## src/rtl/alu_pkg.sv

```systemverilog
// Shared ALU datapath defaults: operand width, adder slice width and lookahead group size.
package alu_pkg;

  localparam int unsigned WIDTH_DEF = 64;
  localparam int unsigned SLICE_DEF = 16;
  localparam int unsigned GROUP     = 4;

  typedef logic [WIDTH_DEF-1:0] word_t;

endpackage

```

## src/rtl/add_slice.sv

```systemverilog
// SLICE-bit carry-lookahead adder built from 4-bit generate/propagate groups,
// with lookahead across groups driven by group-level G/P.
module add_slice
  import alu_pkg::*;
#(
  parameter int unsigned SLICE = SLICE_DEF
) (
  input  logic [SLICE-1:0] x,
  input  logic [SLICE-1:0] y,
  input  logic             cin,
  output logic [SLICE-1:0] sum,
  output logic             cout
);

  localparam int unsigned NGROUP = SLICE / GROUP;

  logic [SLICE-1:0]  g;
  logic [SLICE-1:0]  p;
  logic [SLICE-1:0]  c;
  logic [NGROUP:0]   cg;
  logic [NGROUP-1:0] gg;
  logic [NGROUP-1:0] pg;

  assign g = x & y;
  assign p = x ^ y;

  // Per-group lookahead carries; each group carry-in comes from the previous group's G/P.
  always_comb begin
    c     = '0;
    gg    = '0;
    pg    = '0;
    cg    = '0;
    cg[0] = cin;
    for (int unsigned k = 0; k < NGROUP; k++) begin
      c[4*k]   = cg[k];
      c[4*k+1] = g[4*k] | (p[4*k] & cg[k]);
      c[4*k+2] = g[4*k+1] | (p[4*k+1] & g[4*k])
               | (p[4*k+1] & p[4*k] & cg[k]);
      c[4*k+3] = g[4*k+2] | (p[4*k+2] & g[4*k+1])
               | (p[4*k+2] & p[4*k+1] & g[4*k])
               | (p[4*k+2] & p[4*k+1] & p[4*k] & cg[k]);
      gg[k]    = g[4*k+3] | (p[4*k+3] & g[4*k+2])
               | (p[4*k+3] & p[4*k+2] & g[4*k+1])
               | (p[4*k+3] & p[4*k+2] & p[4*k+1] & g[4*k]);
      pg[k]    = &p[4*k +: 4];
      cg[k+1]  = gg[k] | (pg[k] & cg[k]);
    end
  end

  assign sum  = p ^ c;
  assign cout = cg[NGROUP];

endmodule

```

## src/rtl/sub_64_bit.sv

```systemverilog
// Registered two's-complement subtractor S = a + ~b + 1 with no-borrow carry and
// signed-overflow flags; one register stage from operand capture to result.
module sub_64_bit
  import alu_pkg::*;
#(
  parameter int unsigned WIDTH = WIDTH_DEF,
  parameter int unsigned SLICE = SLICE_DEF
) (
  input  logic             clk,
  input  logic             rst_n,
  input  logic             in_valid,
  input  logic [WIDTH-1:0] a,
  input  logic [WIDTH-1:0] b,
  output logic [WIDTH-1:0] S,
  output logic             C,
  output logic             V,
  output logic             out_valid
);

  localparam int unsigned NSLICE = WIDTH / SLICE;

  logic [WIDTH-1:0] b_inv;
  logic [WIDTH-1:0] diff;
  logic [NSLICE:0]  carry;
  logic             ovf;

  assign b_inv    = ~b;
  assign carry[0] = 1'b1;

  // Ripple the carry between slices; the +1 of the negation enters at slice 0.
  for (genvar i = 0; i < NSLICE; i++) begin : g_slice
    add_slice #(.SLICE(SLICE)) u_slice (
      .x    (a[i*SLICE +: SLICE]),
      .y    (b_inv[i*SLICE +: SLICE]),
      .cin  (carry[i]),
      .sum  (diff[i*SLICE +: SLICE]),
      .cout (carry[i+1])
    );
  end

  assign ovf = (a[WIDTH-1] != b[WIDTH-1]) && (diff[WIDTH-1] != a[WIDTH-1]);

  // Flags and result only load on accepted operands; out_valid tracks acceptance.
  always_ff @(posedge clk or negedge rst_n) begin
    if (!rst_n) begin
      S         <= '0;
      C         <= 1'b0;
      V         <= 1'b0;
      out_valid <= 1'b0;
    end else begin
      out_valid <= in_valid;
      if (in_valid) begin
        S <= diff;
        C <= carry[NSLICE];
        V <= ovf;
      end
    end
  end

endmodule

```

## config.mk

```make
export PLATFORM = sky130hd
export DESIGN_NAME = sub_64_bit
export DESIGN_NICKNAME = d
export VERILOG_FILES = /design/src/rtl/alu_pkg.sv /design/src/rtl/add_slice.sv /design/src/rtl/sub_64_bit.sv
export SDC_FILE = /design/constraint.sdc
export NUM_CORES = 1
export LEC_CHECK = 0
export CAP_MARGIN = 10
export CORE_MARGIN = 3
export CORE_UTILIZATION = 46
export DETAILED_ROUTE_END_ITERATION = 8
export GPL_TIMING_DRIVEN = 0
export PLACE_DENSITY_LB_ADDON = 0.1
export SYNTH_ARGS = -nofsm -noshare
export SYNTH_HDL_FRONTEND = slang
export SYNTH_SLANG_ARGS = --single-unit
```

## constraint.sdc

```tcl
create_clock -name clk -period 1 [get_ports clk]
set_input_delay 0.2 -clock clk [delete_from_list [all_inputs] [get_ports clk]]
set_output_delay 0.2 -clock clk [all_outputs]
set_load 0.01 [all_outputs]
```

### Word level (Yosys, flattened, before mapping)

Index checks and enable logic that the tools add are counted.

* reductions and logical operators: 17
* bitwise operators: 409
* equality and inequality tests: 2

Operator list (number)
* $and 1x1->1: 236
* $or 1x1->1: 160
* $xor 16x16->16: 8
* $and 16x16->16: 4
* $not 64->64: 1
* $reduce_and 4->1: 16
* $ne 1x1->1: 2
* $logic_and 1x1->1: 1

* output and inout bits: 67
* flip-flop bits (word level): 67
* input bits: 131

### Logic depth before layout (Yosys ltp)

* depth after elaboration: 40
* depth in mapped cells: 14

### Hierarchy

Synthesis repeated with hierarchy kept, for this count alone.

* cell total of the unflattened synthesis: 552
* area total of the unflattened synthesis: 5698.0 sq um

By module, submodules not included
* sub_64_bit: instances 1, cells each 208, seq. area each 1676.6 sq um, area each 2840.2 sq um
* add_slice (g_slice[0].u_slice): instances 1, cells each 91, seq. area each 0.0 sq um, area each 739.5 sq um
* add_slice (g_slice[3].u_slice): instances 1, cells each 83, seq. area each 0.0 sq um, area each 726.9 sq um
* add_slice (g_slice[2].u_slice): instances 1, cells each 83, seq. area each 0.0 sq um, area each 725.7 sq um
* add_slice (g_slice[1].u_slice): instances 1, cells each 87, seq. area each 0.0 sq um, area each 665.6 sq um

### Worst setup path after synthesis

Ideal clock, no wire load.

* kind: input to register
* start point: in b[13]
* end point: reg S[53]
* stages: 14
* data arrival time: 2871 ps
* setup slack: -1996 ps
* path through: inv_1 ha_1 nand4_2 or4_1 a2bb2oi_2 a211oi_2 o311ai_1 nand2_1 a21oi_1 nor2b_1 nor2_1 fa_1 xnor2_1 mux2_2

* cells in the longest elaborated chain, start to end: 27
* elaborated cells on any way between the ends: 32

Ends and longest elaborated chain
* start: declaration: line sub_64_bit.sv:13 `input logic [WIDTH-1:0] b,`
* $not 64->64 *: line sub_64_bit.sv:27 `assign b_inv = ~b;`
* $and 16x16->16 / $xor 16x16->16 (equally long branches): line add_slice.sv:24, add_slice.sv:25
* $and 1x1->1 (on tied branches): line add_slice.sv:43, add_slice.sv:44
* $or 1x1->1 / $and 1x1->1 (equally long branches): line add_slice.sv:43, add_slice.sv:44
* $or 1x1->1: line add_slice.sv:44 `| (p[4*k+3] & p[4*k+2] & p[4*k+1] & g[4*k]);`
* $or 1x1->1 *: line add_slice.sv:46 `cg[k+1] = gg[k] | (pg[k] & cg[k]);`
* $and 1x1->1 *: line add_slice.sv:46
* $or 1x1->1 *: line add_slice.sv:46
* (+11 left out)
* $or 1x1->1 *: line add_slice.sv:46
* $and 1x1->1 *: line add_slice.sv:46
* $or 1x1->1 *: line add_slice.sv:46
* $and 1x1->1 *: line add_slice.sv:46
* $or 1x1->1 *: line add_slice.sv:46
* $and 1x1->1 *: line add_slice.sv:36 `c[4*k+1] = g[4*k] | (p[4*k] & cg[k]);`
* $or 1x1->1 *: line add_slice.sv:36
* $xor 16x16->16 *: line add_slice.sv:50 `assign sum = p ^ c;`
* end signal: assignment: line sub_64_bit.sv:53 `S <= diff;`
* end: declaration: line sub_64_bit.sv:14 `output logic [WIDTH-1:0] S,`

Mark *: on every way between the ends. The rest lies on a longest branch, timed or not.
A chain may end at the register's enable or synchronous reset.

### Final worst setup path

* start point: in a[40]
* end point: reg S[53]

* cells in the longest elaborated chain, start to end: 11
* elaborated cells on any way between the ends: 14

Ends and longest elaborated chain
* start: declaration: line sub_64_bit.sv:12 `input logic [WIDTH-1:0] a,`
* $xor 16x16->16 / $and 16x16->16 (equally long branches): line add_slice.sv:25, add_slice.sv:24
* $reduce_and 4->1 / $and 1x1->1 (equally long branches): line add_slice.sv:45, add_slice.sv:44
* $and 1x1->1 / $or 1x1->1 (equally long branches): line add_slice.sv:46, add_slice.sv:44
* $or 1x1->1 *: line add_slice.sv:46
* $and 1x1->1 *: line add_slice.sv:46
* $or 1x1->1 *: line add_slice.sv:46
* $and 1x1->1 *: line add_slice.sv:46
* $or 1x1->1 *: line add_slice.sv:46
* $and 1x1->1 *: line add_slice.sv:36
* $or 1x1->1 *: line add_slice.sv:36
* $xor 16x16->16 *: line add_slice.sv:50

Marked as above.

==> flow_metrics.env <==
export IMPL_post_route_min_period_ps=2980
export IMPL_hold_viol=0
export IMPL_cp_num_buf_inv=1
export IMPL_crit_arrival_ps=3210
export IMPL_dpl_cell_area_mm2=0.00820
export IMPL_dp_slack_ps=-2850
export IMPL_setup_viol=131
export IMPL_final_cell_mix="buf_4 (96), dfrtp_1 (67), inv_1 (63)"
export IMPL_skew_ps=0
export IMPL_htree_levels=3
export IMPL_drive_gt1_share_pct=53.4
export IMPL_hold_path_class="in2reg"
export IMPL_antenna_left=0
export IMPL_tightest_slew_ps=792
export IMPL_core_area_mm2=0.0116
export IMPL_post_drt_wl_per_cell_um=20.9
export IMPL_cp_cell_sequence="clkdlybuf4s50_1 > ha_1 > nand4_1 > or2_4 > a211oi_4 > o311ai_4 > nand2_2 > a21oi_2 > nor2b_1 > nor2_1 > fa_2 > xnor2_2 > mux2_4"
export IMPL_numCtsBuffers=9
export IMPL_nets=1140
export IMPL_peakVddDrop_mv=1.08
export IMPL_dpl_hpwl_mm=13.6
export IMPL_p_leak_nw=4.65
export IMPL_hold_slack_ps=147
export IMPL_cts_num_sinks=67
export IMPL_crit_family="simple AND/OR/NAND/NOR gates"
export IMPL_fin_cells=1078
export IMPL_overflow=0
export IMPL_ys_warnings_count=0
export IMPL_cts_buffer_depth=2
export IMPL_grt_pass1_wl_mm=31.5
export IMPL_gp_congestion=0.892
export IMPL_drc_errors=0
export IMPL_synth_cell_types=56
export IMPL_slowest_stage="clkdlybuf4s50_1"
export IMPL_grt_usage_pct=30.2
export IMPL_ys_flop_type="dfrtp_1"
export IMPL_initial_core_util_pct=47.7
export IMPL_via_per_inst=5.74
export IMPL_max_freq_mhz=335
export IMPL_crit_path_end_kind="flop"
export IMPL_area_growth_pct=81.1
export IMPL_synth_area_mm2=0.00554
export IMPL_rows=39
export IMPL_die_area_mm2=0.0134
export IMPL_cts_root_buf="clkbuf_16"
export IMPL_failed_checks="negative setup slack"
export IMPL_grt_max_degree=43
export IMPL_crit_type="in2reg"
export IMPL_dieWidth_um=116
export IMPL_cts_tree="done"
export IMPL_cts_reportedPaths_clkPinSlew_ps=60
export IMPL_drv_cap=0
export IMPL_period_share_pct=298
export IMPL_async_flop_share_pct=100
export IMPL_run_status="finished, violations left"
export IMPL_powerDensity_mw_per_mm2=1320
export IMPL_antenna_found_initial=2
export IMPL_synthCells=607
export IMPL_die_h_um=116
export IMPL_cp_required_ps=1230
export IMPL_synth_seq_area_share_pct=30.3
export IMPL_nFillCells=573
export IMPL_synth_avg_cell_area_um2=9.13
export IMPL_critical_path_max_stage_delay_ps=450
export IMPL_layout_commonest_cell="buf_4"
export IMPL_clk_latency_ps=340
export IMPL_multi_input_area_mm2=0.00478
export IMPL_rsz0062_at_grt="yes"
export IMPL_place_inst=948
export IMPL_grt_pass1_vias=6376
export IMPL_slew_viol_final=0
export IMPL_crit_fanout=4
export IMPL_regArea_mm2=0.00168
export IMPL_num_vias=6188
export IMPL_slew_headroom_pct=47.2
export IMPL_ios=198
export IMPL_synth_nets=818
export IMPL_drt_iter0_markers=389
export IMPL_setup_ws_ps=-1980
export IMPL_start_kind="input port"
export IMPL_fin_util_pct=86.4
export IMPL_io_buffers=197
export IMPL_ys_seq_elements=67
export IMPL_fin_area_mm2=0.0100
export IMPL_firstDrtPassIters=5
export IMPL_synth_edf_count=0
export IMPL_postRouteWirelength_mm=22.5
[worst reg2reg max path: stages (launching register included)]
cell      delay (ps)
dfrtp_1          390
a211oi_1         330
o211ai_1         150
[Yosys cell counts, drive strengths merged, types with 2 or more instances]
master / number / area (µm²)
inv: 105 / 394
o211ai: 2 / 20.0
ha: 65 / 813
o21ai: 36 / 180
a221o: 3 / 30.0
mux2: 34 / 383
o311ai: 4 / 35.0
and3: 3 / 18.8
o21bai: 7 / 56.3
dfrtp: 67 / 1680
fa: 15 / 300
o2111ai: 3 / 26.3
nand4b: 5 / 43.8
nand4: 15 / 100
xor2: 6 / 52.6
a31oi: 9 / 68.8
clkbuf: 12 / 45.0
or4: 5 / 37.5
o21a: 5 / 37.5
nor3: 8 / 40.0
a21boi: 4 / 30.0
nor3b: 4 / 30.0
a211oi: 7 / 57.6
and2: 2 / 12.5
a21oi: 43 / 215
or3: 6 / 37.5
a21o: 13 / 97.6
nand3: 7 / 45.0
xnor2: 29 / 254
or2: 2 / 12.5
o31ai: 3 / 22.5
nor2: 18 / 67.6
nand2: 44 / 165
[repair_timing]
item,4_1_cts,5_1_grt
hold buffers,1,0
endpoints found under the hold margin,25,0
setup buffers,65,52
endpoints found under the setup margin,133,156
cloned,0,0
gates resized for setup,413,260
pin swaps,93,69
[routing by layer]
| layer | vias to the layer above | GRT usage [%] | routed length, µm |
|---|---|---|---|
| li1 | 2770 | - | - |
| met1 | 2996 | 34.2 | 8340 |
| met2 | 322 | 54.1 | 11500 |
| met3 | 100 | 6.16 | 1540 |
| met4 | 0 | 14.6 | 1110 |
| met5 | - | 0 | 0 |
[power breakdown]
| part | internal [mW] | switching [mW] |
|---|---|---|
| registers | 3.32 | 0.393 |
| logic | 3.42 | 2.95 |
| clock network | 1.86 | 1.27 |
| total | 8.61 | 4.62 |
[area by class of cell]
type,count,area share [%]
Multi-Input combinational cell,422,47.6
Buffer,13,1.26
Clock inverter,2,0.0998
Tap cell,143,1.78
Clock buffer,13,2.69
Antenna cell,2,0.0499
Sequential cell,67,16.7
Inverter,105,4.28
Timing Repair Buffer,311,25.5
[metrics by stage]
stage | total power, mW | setup TNS [ps]
2_1_floorplan | 6.22 | -78460
3_3_place_gp | 8.55 | -326240
3_5_place_dp | 8.74 | -139510
4_1_cts | 12.4 | -103290
5_1_grt | 13.8 | -101600
6_report | 13.2 | -97290
[final timing paths]
path	startpoint	to	slack (ps)	cells after the start
worst max register to register	S[31]	S[31]	-10	2
worst min register to register	S[3]	S[3]	500	1
worst max-delay path	a[40]	S[53]	-1980	13
min in group asynchronous	rst_n	S[15]	300	2
max in group asynchronous	rst_n	S[45]	180	3
worst min-delay path	in_valid	out_valid	150	1
[sequential cells by signal, summed over array words and instances, names as in the netlist]
register   flops
C              1
S             64
V              1
out_valid      1
[logic make-up after synthesis]
family          synth area share (%)
buf+inv                         8.02
fa+ha+maj                       20.1
mux                             7.09
flops                           30.3
xor+xnor                        5.53
compound gates                  17.1
simple gates                    11.8
Note: power is estimated with default switching activity, not from simulation.
